$ cat src/rtl/io_read_port_buffer_if.sv
// Producer/read-stage handshake bundle for io_read_port_buffer.
// master = producer + read stage side, slave = buffer side.
interface io_read_port_buffer_if #(
  parameter int WORD_WIDTH = 36
);
  logic [WORD_WIDTH-1:0] in_data;
  logic                  in_valid;
  logic                  in_ready;
  logic [WORD_WIDTH-1:0] out_data;
  logic                  out_full;
  logic                  out_rden;

  modport master (
    output in_data,
    output in_valid,
    input  in_ready,
    input  out_data,
    input  out_full,
    output out_rden
  );

  modport slave (
    input  in_data,
    input  in_valid,
    output in_ready,
    output out_data,
    output out_full,
    input  out_rden
  );
endinterface

$ cat src/rtl/io_read_port_buffer.sv
// Per-port input FIFO feeding the I/O read stage EmptyFull/data_IO slice.
// Optional sticky overflow/underflow flag: define IO_READ_BUFFER_ERROR_EN.
module io_read_port_buffer #(
  parameter int WORD_WIDTH  = 36,
  parameter int DEPTH       = 4,
  parameter int COUNT_WIDTH = 3
) (
  input  logic                   clock,
  input  logic                   reset,
  io_read_port_buffer_if.slave   port,
  output logic [COUNT_WIDTH-1:0] count,
  output logic                   error
);

  localparam int PTR_WIDTH = $clog2(DEPTH);
  localparam logic [COUNT_WIDTH-1:0] FULL_COUNT = COUNT_WIDTH'(DEPTH);

  logic [WORD_WIDTH-1:0] mem [DEPTH];
  logic [PTR_WIDTH-1:0]  wp;
  logic [PTR_WIDTH-1:0]  rp;
  logic                  push;
  logic                  pop;

  // Status comes only from registered count, so the read stage sees a stable Full bit.
  assign port.in_ready = (count != FULL_COUNT);
  assign port.out_full = (count != '0);
  assign port.out_data = port.out_full ? mem[rp] : '0;

  assign push = port.in_valid & port.in_ready;
  assign pop  = port.out_rden & port.out_full;

  always_ff @(posedge clock) begin
    if (push) begin
      mem[wp] <= port.in_data;
    end
  end

  always_ff @(posedge clock) begin
    if (reset) begin
      wp    <= '0;
      rp    <= '0;
      count <= '0;
    end else begin
      if (push) begin
        wp <= wp + PTR_WIDTH'(1);
      end
      if (pop) begin
        rp <= rp + PTR_WIDTH'(1);
      end
      case ({push, pop})
        2'b10:   count <= count + COUNT_WIDTH'(1);
        2'b01:   count <= count - COUNT_WIDTH'(1);
        default: count <= count;
      endcase
    end
  end

`ifdef IO_READ_BUFFER_ERROR_EN
  always_ff @(posedge clock) begin
    if (reset) begin
      error <= 1'b0;
    end else if ((port.out_rden & ~port.out_full) | (port.in_valid & ~port.in_ready)) begin
      error <= 1'b1;
    end
  end
`else
  assign error = 1'b0;
`endif

endmodule
$ cat src/flat_wrapper.sv
// flat-port wrapper written by rule: the top's interface ports become plain ports
module io_read_port_buffer_flat 
#(
  parameter int WORD_WIDTH  = 36,
  parameter int DEPTH       = 4,
  parameter int COUNT_WIDTH = 3
)
  (clock, reset, count, error, port_in_data, port_in_valid, port_in_ready, port_out_data, port_out_full, port_out_rden);
  io_read_port_buffer_if #(.WORD_WIDTH(WORD_WIDTH)) port_i ();
  input  logic clock;
  input  logic reset;
  output logic [COUNT_WIDTH-1:0] count;
  output logic error;
  input wire logic [$bits(port_i.in_data)-1:0] port_in_data;
  input wire logic [$bits(port_i.in_valid)-1:0] port_in_valid;
  output wire logic [$bits(port_i.in_ready)-1:0] port_in_ready;
  output wire logic [$bits(port_i.out_data)-1:0] port_out_data;
  output wire logic [$bits(port_i.out_full)-1:0] port_out_full;
  input wire logic [$bits(port_i.out_rden)-1:0] port_out_rden;
  assign port_i.in_data = port_in_data;
  assign port_i.in_valid = port_in_valid;
  assign port_in_ready = port_i.in_ready;
  assign port_out_data = port_i.out_data;
  assign port_out_full = port_i.out_full;
  assign port_i.out_rden = port_out_rden;
  io_read_port_buffer #(.WORD_WIDTH(WORD_WIDTH), .DEPTH(DEPTH), .COUNT_WIDTH(COUNT_WIDTH)) u_core (.clock(clock), .reset(reset), .port(port_i), .count(count), .error(error));
endmodule
$ cat config.mk
export PLATFORM = sky130hd
export DESIGN_NAME = io_read_port_buffer_flat
export DESIGN_NICKNAME = d
export VERILOG_FILES = /design/src/rtl/io_read_port_buffer_if.sv /design/src/rtl/io_read_port_buffer.sv /design/src/flat_wrapper.sv
export SDC_FILE = /design/constraint.sdc
export NUM_CORES = 1
export LEC_CHECK = 0
export ABC_CLOCK_PERIOD_IN_PS = 1900
export BUFFER_PORTS_ARGS = -buffer_cell sky130_fd_sc_hd__clkbuf_2
export CAP_MARGIN = 20
export CORE_MARGIN = 2
export CORE_UTILIZATION = 53
export CTS_BUF_LIST = sky130_fd_sc_hd__clkbuf_2
export DETAILED_ROUTE_END_ITERATION = 12
export PLACE_DENSITY_LB_ADDON = 0.3
export SLEW_MARGIN = 15
export SYNTH_ARGS = -nofsm -noshare
export SYNTH_HDL_FRONTEND = slang
export SYNTH_SLANG_ARGS = --single-unit
$ cat constraint.sdc
create_clock -name clock -period 1.9 [get_ports clock]
set_input_delay 0 -clock clock [delete_from_list [all_inputs] [get_ports clock]]
set_output_delay 0 -clock clock [all_outputs]
set_load 0.01 [all_outputs]
==> results_dict.tcl, run 1 <==
set metrics [dict create \
    max-clock-path-buffers 2 \
    synth.yosys.seq_area_share 0.7549 \
    ir_worst_vdd_mv 0.7604 \
    cells_traversed_along_the_worst_timing_path "buf_12 > mux4_2 > nor2b_1 > clkbuf_2" \
    initial_antenna_violation_count 0 \
    clock_tree_from_tritoncts "built" \
    fmax_ghz 0.4849 \
    critical_path.max_fanout 14 \
    top_level_ports 82 \
    critPathTopFamily "multiplexers" \
    viasPerCell 5.216 \
    synth_warnings 0 \
    cell_types_with_the_largest_area_share_after_synthesis "edfxtp_1 (72%), mux4_2 (14%), nor2b_1 (3.7%)" \
    multiInputGateArea_um2 1366 \
    synth_edf_count 144 \
    wl_um 10880 \
    finalHoldViolCount 0 \
    r2r_startpoint "u_core.count[1]" \
    avgRoutedWirePerCell_um 18.38 \
    cts.root.buffer_cell "clkbuf_2" \
    criticalPathCategory "flip-flop to primary output" \
    netlist.area_leader.share 0.7247 \
    number_of_sinks_driven_by_the_clock_tree 153 \
    grt_start_max_net_pins 27 \
    final_nets 485 \
    chipHeight_um 110.1 \
    yosys.cell_types.count 30 \
    post-route-period-util 1.085 \
    dp_hpwl_um 6191 \
    synth-compound-area-share 0.007339 \
    slowest_stage_delay_cp_ns 0.52 \
    dr.max_layer_used "met4" \
    place_ws_ns -0.01725 \
    met2RoutedLength_um 5650 \
    timing.hold.worst.class "input pin to flip-flop" \
    setup.worst_path.start_class "flip-flop" \
    final-max-slew-violation-count 0 \
    dominant_combinational_cell_family_by_area_after_synthesis "multiplexers" \
    crit_required_ns 1.90 \
    synthCells 285 \
    violations "setup timing" \
    crit_slowest_cell "mux4_2" \
    yosys.area_share.simple 0.05452 \
    worst_clock_skew_ns 0.02144 \
    sort_of_element_at_the_end_of_the_critical_path "primary output" \
    number_of_global_route_vias_before_repair 3202 \
    dr.first_iter.drc_count 189 \
    synthesis.nets 331 \
    floorplan.core_area_um2 10940 \
    synthMuxAreaShare 0.1394 \
    p_leak_nw 2.681 \
    routabilityCongestion 0.7583 \
    post-route-min-period_ns 2.062 \
    tot_gr_track_use 0.1892 \
    detail-route-antenna-nets 0 \
    synth_xor_area_frac 0.004403 \
    layout_setup_ws_ns -0.1624 \
    synthFlopType "edfxtp_1" \
    arrival_worst_endpoint_ns 2.06 \
    unrepaired_setup_endpoints_after_global_routing "yes" \
    cts_buffers 17 \
    yosys_register_bits 153 \
    hold_start "port_in_data[5]" \
    chipWidth_um 110.1 \
    hold_ws_ns 0.1024 \
    total_area_of_sequential_cells_um2 4518 \
    yosys_top_cell_by_area "edfxtp_1" \
    htree_num_levels 4 \
    finalSetupViolCount 37 \
    overflow 0 \
    dr.pass1.iters 4 \
    post-route-drc-count 0 \
    wl_met3_um 519 \
    io_buffer_count 80 \
    syn_avg_cell_area_um2 20.94 \
    area_growth_from_synthesis_to_layout_pct 26.34 \
    num_rows 38 \
    nFillCells 747 \
    critical_path_buf_inv_count 2 \
    max-cap-violations 0 \
    synth.cells.most_frequent "edfxtp_1 (144), mux4_2 (36), nor2b_1 (35)" \
    run_status "finished, violations left" \
    detailroute.via_count 3088 \
    layout-drive-gt1-share 0.4314 \
    clk_pin_slew_worst_paths_ns 0.22 \
    synth.cell_area_um2 5967 \
    clock_insertion_delay_worst_skew_ns 0.64 \
    die_area_um2 12120 \
    synthAdderAreaFrac 0.01384 \
    grt_pass1_wl_um 16210 \
    pwr_density_cell_nw_per_um2 1270 \
    insertedDiodeCount 0 \
    ys_async_sr_fraction 0 \
    post-synth-top-count-cell "edfxtp_1" \
    initial_core_util 0.5457 \
    route.layer.met1.wl_um 4638 \
]
-- through the flow --
stage | cells | power (mW) | utilization | setup TNS [ns] | cell area (um2)
2_1_floorplan | 285 | 6.161 | - | 0 | 5974
3_3_place_gp | 509 | 7.099 | 0.6092 | 0 | 6661
3_5_place_dp | 509 | 7.162 | 0.6092 | -0.01725 | 6661
4_1_cts | 584 | 9.376 | 0.6777 | -7.687 | 7411
5_1_grt | 592 | 10.10 | 0.6894 | -10.60 | 7538
6_report | 592 | 9.571 | 0.6894 | -4.335 | 7538
-- where the power goes --
part           internal [mW]  switching, mW
logic                   1.81           1.61
registers               4.08          0.145
clock network          0.763           1.16
total                   6.65           2.92
-- worst reg2reg max path: cells and delay by family, from the launching register on --
| kind | cells | cell delay (ns) |
|---|---|---|
| AO/OA/AOI/OAI | 2 | 0.21 |
| XOR/XNOR | 1 | 0.15 |
| adder cells (fa/ha/maj) | 2 | 0.46 |
| buffers and inverters | 3 | 0.27 |
| flip-flops | 1 | 0.39 |
| AND/OR/NAND/NOR | 2 | 0.40 |
-- placed cells by master (no fill, tap or decap), drive strengths merged, types with 2 or more instances in the layout --
cell type / netlist / final
buf: 9 / 29
inv: 8 / 12
bufinv: 0 / 3
edfxtp: 144 / 144
nor2b: 36 / 36
nand2: 2 / 2
clkinv: 0 / 6
nand2b: 2 / 2
o21ai: 2 / 2
clkinvlp: 0 / 2
xor2: 3 / 3
mux4: 36 / 36
dlygate4sd3: 0 / 40
and2: 4 / 4
dfxtp: 9 / 9
ha: 5 / 5
a21oi: 3 / 3
clkbuf: 5 / 97
or3: 2 / 2
nor2: 8 / 8
-- flip-flops by register name, indices dropped and copies added, names as in the netlist, named ones only --
register and flops:
u_core.count 3, u_core.mem 144, u_core.rp 2, u_core.wp 2
-- what timing repair did --
action	CTS	global route
setup buffers	3	5
gates cloned	1	2
pin swaps	1	4
hold endpoints to repair	153	3
resized for setup	12	10
endpoints found under the setup margin	38	39
hold buffers	39	1
-- kinds of logic after synthesis --
logic type      Yosys count
flops                   153
simple gates             55
mux                      38
buf+inv                  22
compound gates            7
fa+ha+maj                 6
xor+xnor                  3
other cells               1
-- layer usage --
layer / global-route usage / vias up
met1: 0.2432 / 1554
met3: 0.04879 / 5
met2: 0.3190 / 98
li1: - / 1431
met5: 0 / -
met4: 0.06071 / 0
-- layout make-up --
| class | count | share of cell area |
|---|---|---|
| sequential | 153 | 0.5993 |
| timing repair buffer | 149 | 0.1555 |
| clock buffer | 17 | 0.01129 |
| inverter | 8 | 0.003983 |
| clock inverter | 15 | 0.02539 |
| multi-input combinational | 110 | 0.1812 |
| tap | 140 | 0.02324 |
-- final timing paths --
path | end | slack, ns | cells after the start
max | port_out_data[33] | -0.16 | 4
min | u_core.mem[2][5] | 0.10 | 2
max reg2reg | u_core.count[2] | -0.01 | 10
min reg2reg | u_core.rp[1] | 0.53 | 2
Power figures use the tool's default switching activity.
==> run 2, diff against run 1 <==
==> constraint.sdc (replaced) <==
create_clock -name clock -period 1.9 [get_ports clock]
set_input_delay 0.285 -clock clock [delete_from_list [all_inputs] [get_ports clock]]
set_output_delay 0.285 -clock clock [all_outputs]
set_load 0.01 [all_outputs]
==> run 2 against run 1 <==
  * The flow still finishes with violations (setup timing)
  * Global-route usage is 2.1 points higher
  * Register-to-register slack hardly changed
  * Cell count is 0.17% lower
  * Fmax is 13% lower
  * Largest cell class unchanged
  * Worst setup slack worse by 0.31 ns
  * Critical path type unchanged
  * Count of clock-buffer cells in the layout is 1 higher
  * First-iteration DRC count is 5.3% lower
==> results_dict.tcl, run 2 (synthesis gave the netlist of run 1 again) <==
set metrics [dict create \
    setup.worst_path.start_class "flip-flop" \
    finalSetupViolCount 38 \
    fmax_ghz 0.4209 \
    p_leak_nw 2.697 \
    cells_traversed_along_the_worst_timing_path "buf_16 > mux4_2 > nor2b_1 > clkbuf_2" \
    number_of_sinks_driven_by_the_clock_tree 153 \
    slowest_stage_delay_cp_ns 0.49 \
    hold_ws_ns 0.1524 \
    avgRoutedWirePerCell_um 19.68 \
    post-route-min-period_ns 2.376 \
    layout-drive-gt1-share 0.4457 \
    dp_hpwl_um 6344 \
    viasPerCell 5.350 \
    htree_num_levels 4 \
    worst_clock_skew_ns 0.02057 \
    post-route-period-util 1.251 \
    registers.top_by_ff_count "u_core.mem" \
    crit_slowest_cell "mux4_2" \
    chipHeight_um 110.1 \
    cts.root.buffer_cell "clkbuf_2" \
    hold_start "port_in_valid" \
    total_area_of_sequential_cells_um2 4518 \
    clock_tree_from_tritoncts "built" \
    io_buffer_count 80 \
    commonest_non_fill_non_tap_cells_in_the_layout "edfxtp_1 (144), clkbuf_2 (96), dlygate4sd3_1 (38)" \
    grt_start_max_net_pins 31 \
    crit_required_ns 1.62 \
    run_status "finished, violations left" \
    wl_um 11630 \
    grt_pass1_wl_um 17840 \
    initial_core_util 0.5457 \
    routabilityCongestion 0.7203 \
    dr.pass1.iters 4 \
    pwr_density_cell_nw_per_um2 1290 \
    number_of_global_route_vias_before_repair 3333 \
    multiInputGateArea_um2 1388 \
    violations "setup timing" \
    cts_buffers 17 \
    final-max-slew-violation-count 0 \
    r2r_startpoint "u_core.count[1]" \
    clock_insertion_delay_worst_skew_ns 0.66 \
    nFillCells 728 \
    criticalPathCategory "flip-flop to primary output" \
    flip_flop_count_of_the_largest_register_after_layout 144 \
    ir_worst_vdd_mv 0.7430 \
    dr.first_iter.drc_count 179 \
    clk_pin_slew_worst_paths_ns 0.20 \
    max-clock-path-buffers 2 \
    timing.hold.worst.class "input pin to flip-flop" \
    die_area_um2 12120 \
    area_growth_from_synthesis_to_layout_pct 27.72 \
    critical_path.max_fanout 13 \
    top_level_ports 82 \
    unrepaired_setup_endpoints_after_global_routing "yes" \
    overflow 0 \
    floorplan.core_area_um2 10940 \
    post-route-drc-count 0 \
    fin_area_um2 7621 \
    largest_registers "u_core.mem (144), u_core.count (3)" \
    dpl_cell_area_um2 6674 \
    layout_commonest_cell "edfxtp_1" \
    max-cap-violations 0 \
    finalHoldViolCount 0 \
    arrival_worst_endpoint_ns 2.09 \
    tot_gr_track_use 0.2104 \
    layout_setup_ws_ns -0.4760 \
    chipWidth_um 110.1 \
    num_rows 38 \
    detailroute.via_count 3162 \
    final_nets 485 \
    detail-route-antenna-nets 0 \
    sort_of_element_at_the_end_of_the_critical_path "primary output" \
    insertedDiodeCount 0 \
    initial_antenna_violation_count 0 \
]
run 2: cell types whose count changed in the layout (fill, tap and decap cells not counted), sizes merged:
cell / delta
dlygate4sd3: -2
inv: -4
clkinvlp: +3
clkinv: -1
clkbuf: -1
buf: +4
run 2: worst paths after layout:
kind | cells after the start | slack, ns | end
setup / recovery | 4 | -0.48 | port_out_data[17]
hold / removal | 4 | 0.15 | u_core.wp[1]
setup reg to reg | 10 | -0.01 | u_core.count[2]
hold reg to reg | 2 | 0.51 | flip-flop
run 2: stage by stage:
step | setup WS (ns) | std cells | TNS, ns | power (mW) | utilization
after global routing | -0.6537 | 591 | -22.42 | 10.34 | 0.6969
after CTS | -0.5560 | 588 | -19.41 | 9.829 | 0.6920
after detailed placement | -0.03865 | 509 | -0.03865 | 7.160 | 0.6103
after global placement | 0.07433 | 509 | 0 | 7.098 | 0.6103
after floorplan | 0.01862 | 285 | 0 | 6.161 | -
final | -0.4760 | 591 | -16.34 | 9.832 | 0.6969
run 2: per-layer routing:
metal	up-vias	wire, um	track usage
li1	1433	-	-
met1	1614	4974	0.2783
met2	106	5921	0.3484
met3	9	638	0.05467
met4	0	97	0.06250
met5	-	0	0
run 2: timing repair:
| item | in CTS | in global routing |
|---|---|---|
| hold endpoints to repair | 153 | 0 |
| pin swaps | 2 | 4 |
| setup endpoints to repair | 39 | 39 |
| hold buffers | 38 | 0 |
| gates resized for setup | 24 | 18 |
| cloned | 5 | 0 |
| buffers inserted | 5 | 4 |
run 2: worst max-delay path: cells and delay by family, from the launching register on:
family,cells,cell delay (ns)
buf+inv,2,0.32
flops,1,0.48
mux,1,0.49
simple gates,1,0.15
run 2: final cells by class:
class | count | share of cell area
well taps | 140 | 0.02298
multi-input cells | 110 | 0.1821
flip-flops and latches | 153 | 0.5928
clock inverters | 13 | 0.02036
inverters | 8 | 0.004269
clock buffers | 18 | 0.01182
repair buffers | 149 | 0.1657
run 2: power breakdown:
part	switching [mW]	leakage, nW	total (mW)	internal, mW
clock	1.08	0.135	1.80	0.717
sequential	0.159	1.40	4.23	4.07
combinational	1.75	1.16	3.80	2.05
